===== src/rtl/ads1118_spi_slave.sv =====
// ADS1118-style SPI mode-1 responder; SCLK/CS_n/MOSI oversampled in clk.
// Shifts the held conversion word out on MISO while the config word comes in.
//
// Ports:
//   clk_i, rst_i          system clock, sync active-high reset
//   sclk_i, cs_n_i, mosi_i  async SPI pins from the master
//   miso_o, miso_oe_o     DOUT/DRDY and its tristate enable
//   adc_data_i/adc_valid_i  local conversion word and capture strobe
//   data_ready_o          hold register has an unread word
//   cfg_o, cfg_update_o   accepted config word and its write pulse
//   frame_done_o          16th falling SCLK edge seen
//   frame_err_o           cs_n rose with 1..15 bits received

module ads1118_spi_slave #(
  parameter int unsigned SYNC_STAGES = 2,
  parameter logic [15:0] CFG_RESET   = 16'h058B
) (
  input  logic        clk_i,
  input  logic        rst_i,
  input  logic        sclk_i,
  input  logic        cs_n_i,
  input  logic        mosi_i,
  output logic        miso_o,
  output logic        miso_oe_o,
  input  logic [15:0] adc_data_i,
  input  logic        adc_valid_i,
  output logic        data_ready_o,
  output logic [15:0] cfg_o,
  output logic        cfg_update_o,
  output logic        frame_done_o,
  output logic        frame_err_o
);

  typedef enum logic [1:0] {
    ST_IDLE,
    ST_ARMED,
    ST_SHIFT,
    ST_DONE
  } state_e;

  state_e state_q, state_d;

  logic [SYNC_STAGES-1:0] sclk_sync_q;
  logic [SYNC_STAGES-1:0] cs_sync_q;
  logic [SYNC_STAGES-1:0] mosi_sync_q;
  logic                   sclk_prev_q;
  logic                   cs_prev_q;

  logic sclk_s, cs_s, mosi_s;
  logic cs_fall, cs_rise, cs_edge;
  logic sclk_rise, sclk_fall;

  logic [4:0]  cnt_q;
  logic [14:0] rx_q;
  logic [15:0] rx_nxt;
  logic [14:0] tx_q;
  logic        miso_bit_q;
  logic [15:0] hold_q;
  logic        ready_q;
  logic        take_q;
  logic [15:0] cfg_q;
  logic        upd_q, done_q, err_q;
  logic        nop_ok;

  logic snap, shift_tx, shift_rx;
  logic complete, abort;

  // Synchronisers carry no reset: a reset must not fabricate
  // pin edges, otherwise a held-low cs_n would re-arm mid-frame.
  always_ff @(posedge clk_i) begin
    sclk_sync_q <= {sclk_sync_q[SYNC_STAGES-2:0], sclk_i};
    cs_sync_q   <= {cs_sync_q[SYNC_STAGES-2:0], cs_n_i};
    mosi_sync_q <= {mosi_sync_q[SYNC_STAGES-2:0], mosi_i};
    sclk_prev_q <= sclk_s;
    cs_prev_q   <= cs_s;
  end

  assign sclk_s = sclk_sync_q[SYNC_STAGES-1];
  assign cs_s   = cs_sync_q[SYNC_STAGES-1];
  assign mosi_s = mosi_sync_q[SYNC_STAGES-1];

  assign cs_fall = cs_prev_q & ~cs_s;
  assign cs_rise = ~cs_prev_q & cs_s;
  assign cs_edge = cs_fall | cs_rise;

  // A chip-select edge in the same cycle swallows the SCLK edge.
  assign sclk_rise = ~sclk_prev_q & sclk_s & ~cs_edge;
  assign sclk_fall = sclk_prev_q & ~sclk_s & ~cs_edge;

  assign rx_nxt = {rx_q, mosi_s};
  assign nop_ok = (rx_nxt[2:1] == 2'b01);

  // State register
  always_ff @(posedge clk_i) begin
    if (rst_i) begin
      state_q <= ST_IDLE;
    end else begin
      state_q <= state_d;
    end
  end

  // Next-state logic
  always_comb begin
    state_d = state_q;
    unique case (state_q)
      ST_IDLE: begin
        if (cs_fall) state_d = ST_ARMED;
      end
      ST_ARMED: begin
        if (cs_rise) begin
          state_d = ST_IDLE;
        end else if (sclk_rise) begin
          state_d = ST_SHIFT;
        end
      end
      ST_SHIFT: begin
        if (cs_rise) begin
          state_d = ST_IDLE;
        end else if (sclk_fall && cnt_q == 5'd15) begin
          state_d = ST_DONE;
        end
      end
      ST_DONE: begin
        if (cs_rise) state_d = ST_IDLE;
      end
    endcase
  end

  // Output and datapath-control logic
  always_comb begin
    miso_o    = 1'b0;
    miso_oe_o = 1'b0;
    snap      = 1'b0;
    shift_tx  = 1'b0;
    shift_rx  = 1'b0;
    complete  = 1'b0;
    abort     = 1'b0;
    unique case (state_q)
      ST_IDLE: begin
        miso_oe_o = 1'b0;
      end
      ST_ARMED: begin
        miso_oe_o = 1'b1;
        miso_o    = ~ready_q;
        snap      = sclk_rise;
      end
      ST_SHIFT: begin
        miso_oe_o = 1'b1;
        miso_o    = miso_bit_q;
        shift_tx  = sclk_rise;
        shift_rx  = sclk_fall;
        complete  = sclk_fall && (cnt_q == 5'd15);
        abort     = cs_rise && (cnt_q != 5'd0);
      end
      ST_DONE: begin
        miso_oe_o = 1'b1;
      end
    endcase
  end

  // Datapath
  always_ff @(posedge clk_i) begin
    if (rst_i) begin
      cnt_q      <= '0;
      rx_q       <= '0;
      tx_q       <= '0;
      miso_bit_q <= 1'b0;
      hold_q     <= '0;
      ready_q    <= 1'b0;
      take_q     <= 1'b0;
      cfg_q      <= CFG_RESET;
      upd_q      <= 1'b0;
      done_q     <= 1'b0;
      err_q      <= 1'b0;
    end else begin
      done_q <= complete;
      err_q  <= abort;
      upd_q  <= complete & nop_ok;

      if (complete && nop_ok) begin
        cfg_q <= {rx_nxt[15:1], 1'b1};
      end

      if (state_q == ST_IDLE) begin
        cnt_q <= '0;
        rx_q  <= '0;
      end else if (shift_rx) begin
        rx_q <= rx_nxt[14:0];
        if (cnt_q != 5'd16) cnt_q <= cnt_q + 5'd1;
      end

      // tx_q keeps the bits still to send; zeros fill in
      // so rises past the 16th drive 0.
      if (snap) begin
        tx_q       <= hold_q[14:0];
        miso_bit_q <= hold_q[15];
      end else if (shift_tx) begin
        tx_q       <= {tx_q[13:0], 1'b0};
        miso_bit_q <= tx_q[14];
      end

      // take_q: the word snapshotted for this frame is still
      // the one in hold. A newer word stays pending.
      if (snap) begin
        take_q <= ~adc_valid_i;
      end else if (adc_valid_i) begin
        take_q <= 1'b0;
      end

      if (adc_valid_i) begin
        hold_q  <= adc_data_i;
        ready_q <= 1'b1;
      end else if (complete && take_q) begin
        ready_q <= 1'b0;
      end
    end
  end

  assign data_ready_o = ready_q;
  assign cfg_o        = cfg_q;
  assign cfg_update_o = upd_q;
  assign frame_done_o = done_q;
  assign frame_err_o  = err_q;

endmodule

===== config.mk =====
export PLATFORM = sky130hd
export DESIGN_NAME = ads1118_spi_slave
export DESIGN_NICKNAME = d
export VERILOG_FILES = /design/src/rtl/ads1118_spi_slave.sv
export SDC_FILE = /design/constraint.sdc
export NUM_CORES = 1
export LEC_CHECK = 0
export BUFFER_PORTS_ARGS = -buffer_cell sky130_fd_sc_hd__buf_2
export CAP_MARGIN = 5
export CORE_UTILIZATION = 30
export DETAILED_ROUTE_END_ITERATION = 8
export PLACE_DENSITY_LB_ADDON = 0.08
export SYNTH_ARGS = -nofsm -noshare
export SYNTH_HDL_FRONTEND = slang
export SYNTH_SLANG_ARGS = --single-unit

===== constraint.sdc =====
create_clock -name clk_i -period 2.6 [get_ports clk_i]
set_clock_uncertainty 0.2 [all_clocks]
set_input_delay 0.26 -clock clk_i [delete_from_list [all_inputs] [get_ports clk_i]]
set_output_delay 0.26 -clock clk_i [all_outputs]
set_load 0.03 [all_outputs]

==> results by group, run 1 <==
Timing
  • Tmin final: 2290 ps
  • Setup TNS Final: 0 ps
  • Worst-Margin Slew: 537 ps
  • RSZ-0062 raised after global routing: false
  • Period utilization: 88.1%
  • Max Freq: 436 MHz
  • Final setup fails: 0
  • Worst rel slew slack: 64.2%
  • Fin. Hold Viols: 0
  • Final max-slew violation count: 0

Placement
  • Placer Congestion: 0.689
  • Detail Placement HPWL: 4.19 mm
  • Placed instance count: 488
  • Port Buffer Count: 42

Synth
  • Number of enable flip-flop cells after synthesis: 0
  • Synthesized flop and latch total: 82
  • Ys flop type: dfxtp_1
  • Seq/Total Area, Yosys: 52.9%
  • Ys Warns: 0
  • Syn_nets: 356
  • Async set or reset register ratio after synthesis: 0%
  • Avg Synthesized Cell Area: 9.58 um2
  • Post-synth cell types: 43
  • Post-synthesis instance total: 324
  • Syn Std Cell Area: 3110 um2

Run
  • Max-cap violations: 0

Final layout
  • Final core utilization: 39.1%
  • Ratio of cells with drive above 1 in the final layout: 18.7%
  • Final Non-Filler Cells: 523
  • Post-synthesis to final-layout area growth: 24.8%
  • Net count, final: 417
  • Register area: 1640 um2
  • Multi-input logic area: 1320 um2
  • Diode count: 0
  • Fill cells: 1021

Clock network
  • Clk_lat worst skew: 350 ps
  • Postcts setup bufs: 0
  • Clk buf depth: 2
  • Num CTS Buffers: 9
  • CTS tree: yes
  • Worst-path clk slew: 80 ps
  • CTS Sinks: 82
  • CTS root buf: clkbuf_8
  • H-Tree Depth: 3

Floorplan
  • I/O pins: 44
  • Die width: 104 um
  • DIE AREA: 10800 um2
  • Die height: 104 um
  • FP Rows: 36
  • Core Footprint: 9910 um2
  • Initial core utilization: 31.3%

Worst hold path
  • Hold Crit Class: reg -> reg
  • Hold path startpoint: sclk_sync_q[0]

Pwr
  • Clk pwr share: 42.3%
  • Sw power: 618 uW
  • Leakage power: 0.00172 uW
  • P_int: 2010 uW
  • Peak VDD IR: 346 uV
  • Gate power share: 8.2%
  • P per Cell Area: 677 nW/um2
  • Sequential share of power: 49.5%
  • Switching Share: 23.6%

Setup path
  • Slowest CP cell: or3b_2
  • Setup crit start: cnt_q[0]
  • CP dominant cell by count: ha_1
  • Setup CP Type: reg -> reg
  • Worst r2r src: cnt_q[0]
  • Crit path cell chain: ha_1, and3_1, ha_1, and4b_1, nand4b_4, or3b_2
  • Worst path arrival time: 2320 ps
  • Setup crit end kind: flop
  • Critical path peak fanout: 19
  • Worst Path Required: 2630 ps
  • R2R Setup Slk: 310 ps
  • CP startpoint kind: flop
  • CP max stage delay: 470 ps

Detailed routing
  • DR pass1 iterations: 4
  • Antenna-violating nets left: 0
  • Post-Route WL: 6.52 mm
  • WL/cell: 12.5 um
  • DRC viols: 0
  • Vias/cell: 4.50
  • First-iteration detailed-routing DRC count: 50
  • Via count: 2354

GRT
  • Number of global-route vias before repair: 2306
  • Largest net degree at the start of global routing: 24
  • First-pass GRT wire length: 11.2 mm
  • Initial antenna violation count: 0
  • GRT Total Usage: 12.8%
  • Congestion Overflow GR: 0

Run status
  • Status: completed
==> sequential cells by signal, summed over array words and instances, names as in the netlist <==
signal        cells
hold_q           16
data_ready_o      1
sclk_prev_q       1
rx_q             15
mosi_sync_q       2
sclk_sync_q       2
take_q            1
cs_prev_q         1
cnt_q             5
miso_bit_q        1
cfg_o            15
cfg_update_o      1
state_q           2
tx_q             15
frame_done_o      1
cs_sync_q         2
frame_err_o       1
==> per-layer routing <==
| metal | track usage (%) | wire length, um |
|---|---|---|
| met4 | 3.37 | 61 |
| met1 | 15.1 | 3160 |
| met3 | 4.15 | 245 |
| met2 | 22.2 | 3050 |
| met5 | 0 | 0 |
==> logic make-up (layout without fill, tap and decap cells) <==
logic type      Yosys count  after routing  share of synthesized area [%]
xor+xnor                  2              2                          0.564
fa+ha+maj                10             10                           4.03
simple gates            121            121                           18.1
flops                    82             82                           52.9
compound gates           48             48                           11.0
mux                      27             27                           8.70
other cells               1              1                          0.121
buf+inv                  33             99                           4.67
==> through the flow <==
step	instance area (um2)	hold slack (ps)	power [uW]	worst slack [ps]
floorplan	3110	87.7	1460	574
global placement	3450	116	1530	341
detailed placement	3450	114	1530	300
CTS	3880	139	2670	286
global route	3880	143	2750	139
finish	3880	135	2620	308
==> layout by cell type (no fill, tap or decap), types with 3 or more instances in the layout <==
cell type	synthesis	layout
buf_4	2	7
inv_1	14	14
a211o_1	4	4
clkbuf_8	0	9
bufinv_16	0	3
buf_2	5	42
dfxtp_1	82	82
ha_1	10	10
mux2i_1	27	27
a21oi_1	19	19
nand2_1	64	64
dlygate4sd3_1	0	19
o221ai_1	15	15
nor2_1	38	38
==> cells in the mapped netlist (2+ instances only) <==
| library cell | count | area, um2 |
|---|---|---|
| mux2i_1 | 27 | 270 |
| a221oi_1 | 2 | 17.5 |
| o221ai_1 | 15 | 131 |
| buf_2 | 5 | 25.0 |
| a211o_1 | 4 | 35.0 |
| dfxtp_1 | 82 | 1640 |
| a21oi_1 | 19 | 95.1 |
| buf_4 | 2 | 15.0 |
| ha_1 | 10 | 125 |
| inv_1 | 14 | 52.6 |
| nor2_1 | 38 | 143 |
| nand2_1 | 64 | 240 |
| o21ai_0 | 2 | 10.0 |
| clkbuf_1 | 10 | 37.5 |
| and4b_1 | 2 | 20.0 |
==> power groups by stage <==
stage               clock, uW  combinational (uW)  sequential, uW
CTS                      1150                 220            1300
global placement            0                 198            1330
finish                   1110                 216            1300
global route             1210                 240            1300
detailed placement          0                 197            1330
floorplan                   0                 134            1330
==> timing repair <==
action,CTS,global route
hold buffers,19,0
resized for setup,0,0
endpoints found under the hold margin,19,0
setup endpoints to repair,0,0
==> final timing paths <==
| path | end | cells after the start |
|---|---|---|
| max | cfg_o[1] | 6 |
| min | sclk_sync_q[1] | 0 |
| max reg2reg | cfg_o[1] | 6 |
| min reg2reg | sclk_sync_q[1] | 0 |
==> critical path: cells and delay by family (launching register included) <==
kind	cells	cell delay [ps]
flip-flops	1	350
AND/OR/NAND/NOR	4	1220
adder cells (fa/ha/maj)	2	400
==> final cells by class <==
cell class / count / share of cell area (%)
repair buffers: 68 / 11.7
inverters: 15 / 1.45
clock inverters: 7 / 3.00
clock buffers: 9 / 3.20
flip-flops and latches: 82 / 42.3
well taps: 133 / 4.29
multi-input cells: 209 / 34.0
No activity file was read; power rests on OpenSTA's default activity.
==> run 2: changes to the inputs <==
--- a/config.mk
+++ b/config.mk
@@ -9,7 +9,8 @@
 export CAP_MARGIN = 5
 export CORE_UTILIZATION = 30
 export DETAILED_ROUTE_END_ITERATION = 8
-export PLACE_DENSITY_LB_ADDON = 0.08
+export HOLD_SLACK_MARGIN = 0.1
+export PLACE_DENSITY = 0.49
 export SYNTH_ARGS = -nofsm -noshare
 export SYNTH_HDL_FRONTEND = slang
 export SYNTH_SLANG_ARGS = --single-unit
==> results by group, run 2 (synthesis results as in run 1) <==
Floorplan
  • FP Rows: 36
  • Die width: 104 um
  • Die height: 104 um
  • DIE AREA: 10800 um2
  • Core Footprint: 9910 um2
  • Initial core utilization: 31.3%
  • I/O pins: 44

Clock network
  • Clk_lat worst skew: 350 ps
  • CTS root buf: clkbuf_8
  • H-Tree Depth: 3
  • Clk buf depth: 2
  • Worst-path clk slew: 80 ps
  • CTS Sinks: 82
  • CTS tree: yes
  • Num CTS Buffers: 9
  • Postcts setup bufs: 0

Final layout
  • Commonest non-fill, non-tap cells in the layout: 82 x dfxtp_1, 64 x nand2_1, 42 x buf_2
  • Commonest non-fill, non-tap cell in the layout: dfxtp_1
  • Post-synthesis to final-layout area growth: 24.0%
  • Ratio of cells with drive above 1 in the final layout: 18.5%
  • Biggest register: hold_q
  • Max FFs per register: 16
  • Net count, final: 416
  • Fill cells: 1017
  • Final Non-Filler Cells: 522
  • Diode count: 0

Detailed routing
  • DR pass1 iterations: 4
  • Antenna-violating nets left: 0
  • Via count: 2361
  • Vias/cell: 4.52
  • First-iteration detailed-routing DRC count: 97
  • Post-Route WL: 6.27 mm
  • DRC viols: 0
  • WL/cell: 12.0 um

Setup path
  • Reg2reg end: cfg_o[1]
  • R2r worst-path depth: 6
  • Setup CP Type: reg -> reg
  • CP startpoint kind: flop
  • R2R Setup Slk: 320 ps
  • Setup crit end kind: flop
  • Worst path arrival time: 2320 ps
  • Critical path peak fanout: 19
  • Worst Path Required: 2630 ps
  • Worst r2r src: cnt_q[0]

Run status
  • Status: completed

Timing
  • Period utilization: 87.7%
  • Worst-Margin Slew: 528 ps
  • RSZ-0062 raised after global routing: false
  • Setup TNS Final: 0 ps
  • Final max-slew violation count: 0
  • Tmin final: 2280 ps
  • Final setup fails: 0
  • Final setup margin: 319 ps
  • Worst rel slew slack: 64.8%
  • Fin. Hold Viols: 0
  • Max Freq: 438 MHz

Placement
  • Placed instance count: 487
  • Worst slack at placement: 309 ps
  • Port Buffer Count: 42
  • Detail Placement HPWL: 4.09 mm
  • Placer Congestion: 0.672

Pwr
  • Sw power: 625 uW
  • Clk pwr share: 40.4%
  • P per Cell Area: 660 nW/um2
  • P_int: 1920 uW
  • Peak VDD IR: 233 uV
  • Switching Share: 24.6%
  • Gate power share: 8.5%
  • Sequential share of power: 51.1%
  • Leakage power: 0.00170 uW

GRT
  • Number of global-route vias before repair: 2353
  • First-pass GRT wire length: 11.1 mm
  • GRT Total Usage: 12.8%
  • Initial antenna violation count: 0
  • Largest net degree at the start of global routing: 24
  • Congestion Overflow GR: 0

Worst hold path
  • Hold Path Stages: 2
  • Hold path startpoint: rst_i
  • Hold path endpoint: data_ready_o
  • Hold Crit Class: in -> reg

Run
  • Max-cap violations: 0
==> run 2: changes by cell type in the layout (fill, tap and decap cells not counted), sizes merged <==
cell    change
clkinv      -1
bufinv      -1
buf         -1
inv         +2
==> run 2: how the worst max path moves through the flow <==
stage	from	end	slack, ps	cells after the start
floorplan	cnt_q[0]	cfg_o[1]	570	6
global placement	cnt_q[0]	cfg_o[1]	350	6
detailed placement	cnt_q[0]	cfg_o[1]	310	6
CTS	state_q[0]	miso_o	290	6
global route	cnt_q[0]	cfg_o[14]	140	7
finish	cnt_q[0]	cfg_o[1]	320	6
==> run 2: timing repair <==
item                      CTS  global route
gates resized for setup     0             0
hold endpoints to repair   19             0
hold buffers               19             0
==> run 2: metal layers <==
metal | part of all wire [%] | global-route usage (%)
met5 | 0 | 0
met4 | 1.5 | 5.61
met3 | 4.1 | 3.46
met2 | 45 | 21.3
met1 | 49 | 15.6
==> run 2: through the flow <==
step	cell area (um2)	hold slack [ps]	total power [uW]	utilization [%]
finish	3850	109	2540	38.9
global route	3850	124	2660	38.9
CTS	3850	102	2590	38.9
detailed placement	3440	116	1530	34.7
global placement	3440	111	1520	34.7
floorplan	3110	87.7	1460	-
==> run 2: layout make-up <==
| cell class | instances | area [um2] | share of cell area (%) |
|---|---|---|---|
| Clock buffer | 9 | 124 | 3.22 |
| Timing Repair Buffer | 67 | 445 | 11.6 |
| Sequential cell | 82 | 1640 | 42.6 |
| Multi-Input combinational cell | 209 | 1320 | 34.2 |
| Inverter | 15 | 56.3 | 1.46 |
| Clock inverter | 7 | 98.8 | 2.57 |
| Tap cell | 133 | 166 | 4.32 |
==> run 2: worst max-delay path, cell delays in order (launching register included) <==
cell and delay (ps):
dfxtp_1 350, ha_1 230, and3_1 190, ha_1 170, and4b_1 260, nand4b_4 300
or3b_2 470
==> run 2: power groups by stage <==
stage          combinational, uW  clock, uW  sequential [uW]
2_1_floorplan                134          0             1330
3_3_place_gp                 194          0             1330
3_5_place_dp                 196          0             1330
4_1_cts                      219       1070             1300
5_1_grt                      241       1120             1300
6_report                     215       1030             1300
==> run 3: changes to the inputs <==
==> constraint.sdc (replaced) <==
create_clock -name clk_i -period 2.1 [get_ports clk_i]
set_clock_uncertainty 0.2 [all_clocks]
set_input_delay 0.21 -clock clk_i [delete_from_list [all_inputs] [get_ports clk_i]]
set_output_delay 0.21 -clock clk_i [all_outputs]
set_load 0.03 [all_outputs]
==> results by group, run 3 (synthesis results as in run 1) <==
Pwr
  • P per Cell Area: 785 nW/um2
  • Tot Pwr: 3190 uW
  • Leakage power: 0.00181 uW
  • Peak VDD IR: 353 uV

Detailed routing
  • Antenna-violating nets left: 0
  • WL/cell: 12.2 um
  • DRC viols: 0
  • DR pass1 iterations: 4
  • Post-Route WL: 6.59 mm
  • Via count: 2413
  • First-iteration detailed-routing DRC count: 70
  • Vias/cell: 4.47

Timing
  • Final setup margin: 86.6 ps
  • Tmin final: 2010 ps
  • Period utilization: 95.9%
  • Setup TNS Final: 0 ps
  • Final setup fails: 0
  • Fin. Hold Viols: 0
  • RSZ-0062 raised after global routing: false
  • Worst rel slew slack: 61.6%
  • Final max-slew violation count: 0
  • Max Freq: 497 MHz
  • Worst-Margin Slew: 574 ps

GRT
  • GRT Total Usage: 13.0%
  • Met2 usage: 21.7%
  • Congestion Overflow GR: 0
  • Met3 usage: 3.40%
  • Initial antenna violation count: 0
  • GR peak layer: met2
  • Met1 Use GR: 15.6%
  • First-pass GRT wire length: 11.3 mm
  • Number of global-route vias before repair: 2406
  • Largest net degree at the start of global routing: 23

Clock network
  • CTS tree: yes
  • Num CTS Buffers: 9
  • CTS Sinks: 82
  • Clk_lat worst skew: 350 ps
  • H-Tree Depth: 3
  • Worst-path clk slew: 90 ps
  • CTS root buf: clkbuf_8
  • Clk buf depth: 2

Floorplan
  • Initial core utilization: 31.3%
  • Die height: 104 um
  • FP Rows: 36
  • DIE AREA: 10800 um2
  • I/O pins: 44
  • Core Footprint: 9910 um2
  • Die width: 104 um

Setup path
  • Worst Path Required: 2160 ps
  • CP startpoint kind: flop
  • Setup CP Type: reg -> reg
  • R2R Setup Slk: 90 ps
  • Worst path arrival time: 2070 ps
  • Worst r2r src: cnt_q[1]
  • Reg2reg end: cfg_o[7]
  • Critical path peak fanout: 8
  • Setup crit end kind: flop
  • R2r worst-path depth: 7

Placement
  • Port Buffer Count: 42
  • Worst slack at placement: -129 ps
  • Placer Congestion: 0.729
  • Detail Placement HPWL: 4.23 mm
  • Placed Area: 3530 um2

Final layout
  • Register area: 1650 um2
  • Commonest non-fill, non-tap cells in the layout: 78 x dfxtp_1, 64 x nand2_1, 41 x buf_2
  • Post-synthesis to final-layout area growth: 31.1%
  • Finished Cell Area: 4070 um2
  • Commonest non-fill, non-tap cell in the layout: dfxtp_1
  • Diode count: 0
  • Net count, final: 434
  • Multi-input logic area: 1350 um2
  • Max FFs per register: 16
  • Ratio of cells with drive above 1 in the final layout: 24.6%
  • Biggest register: hold_q
  • Fill cells: 1000

Run status
  • Status: completed

Worst hold path
  • Hold Crit Class: reg -> reg
  • Hold path endpoint: mosi_sync_q[1]
  • Hold Path Stages: 0
  • Hold path startpoint: mosi_sync_q[0]

Run
  • Max-cap violations: 0
## run 3: changes by cell type in the layout (fill, tap and decap cells not counted), moves of 3 or more
cell / previous run / this run
inv_6: 3 / 0
dfxtp_2: 0 / 4
dfxtp_1: 82 / 78
ha_2: 0 / 3
buf_4: 6 / 20
ha_1: 10 / 6
## run 3: routing by layer
metal,wire length [um],vias to the layer above,part of all wire [%]
met5,0,-,0
met4,115,0,1.7
met3,246,12,3.7
met2,3010,45,46
met1,3210,1104,49
li1,-,1252,-
## run 3: critical path, stage by stage, from the launching register on
cell and delay [ps]:
dfxtp_2 360, ha_4 150, and3_4 170, ha_2 150, and4b_2 260, nand4b_4 170, clkbuf_16 210, a211o_1 250
## run 3: repair_timing
| item | in CTS | in global routing |
|---|---|---|
| gates cloned | 0 | 1 |
| endpoints found under the setup margin | 16 | 17 |
| hold buffers | 21 | 0 |
| gates resized for setup | 3 | 14 |
| pin swaps | 0 | 6 |
| buffers inserted | 1 | 4 |
| hold endpoints to repair | 22 | 0 |
## run 3: stage by stage
stage,utilization (%),hold slack [ps],cells
after floorplan,-,37.7,324
after global placement,35.6,112,497
after detailed placement,35.6,112,497
after CTS,40.2,132,535
after global routing,41.1,141,540
final,41.1,131,540
## run 3: worst max path at each step
stage / startpoint / endpoint / depth (start not counted)
floorplan: cnt_q[0] / cfg_o[1] / 6
global route: cs_sync_q[1] / state_q[0] / 6
global placement: cs_sync_q[1] / tx_q[4] / 6
finish: cnt_q[1] / cfg_o[7] / 7
detailed placement: cs_sync_q[1] / tx_q[11] / 6
CTS: state_q[1] / miso_o / 6
## run 3: layout make-up
type,instances,share of cell area [%]
Clock inverter,6,2.21
Multi-Input combinational cell,209,33.2
Tap cell,133,4.09
Inverter,15,1.38
Clock buffer,10,3.38
Sequential cell,82,40.5
Timing Repair Buffer,85,15.3
## run 3: power by group
group | internal (uW) | switching, uW
combinational | 138 | 172
clock | 703 | 571
sequential | 1590 | 20.4
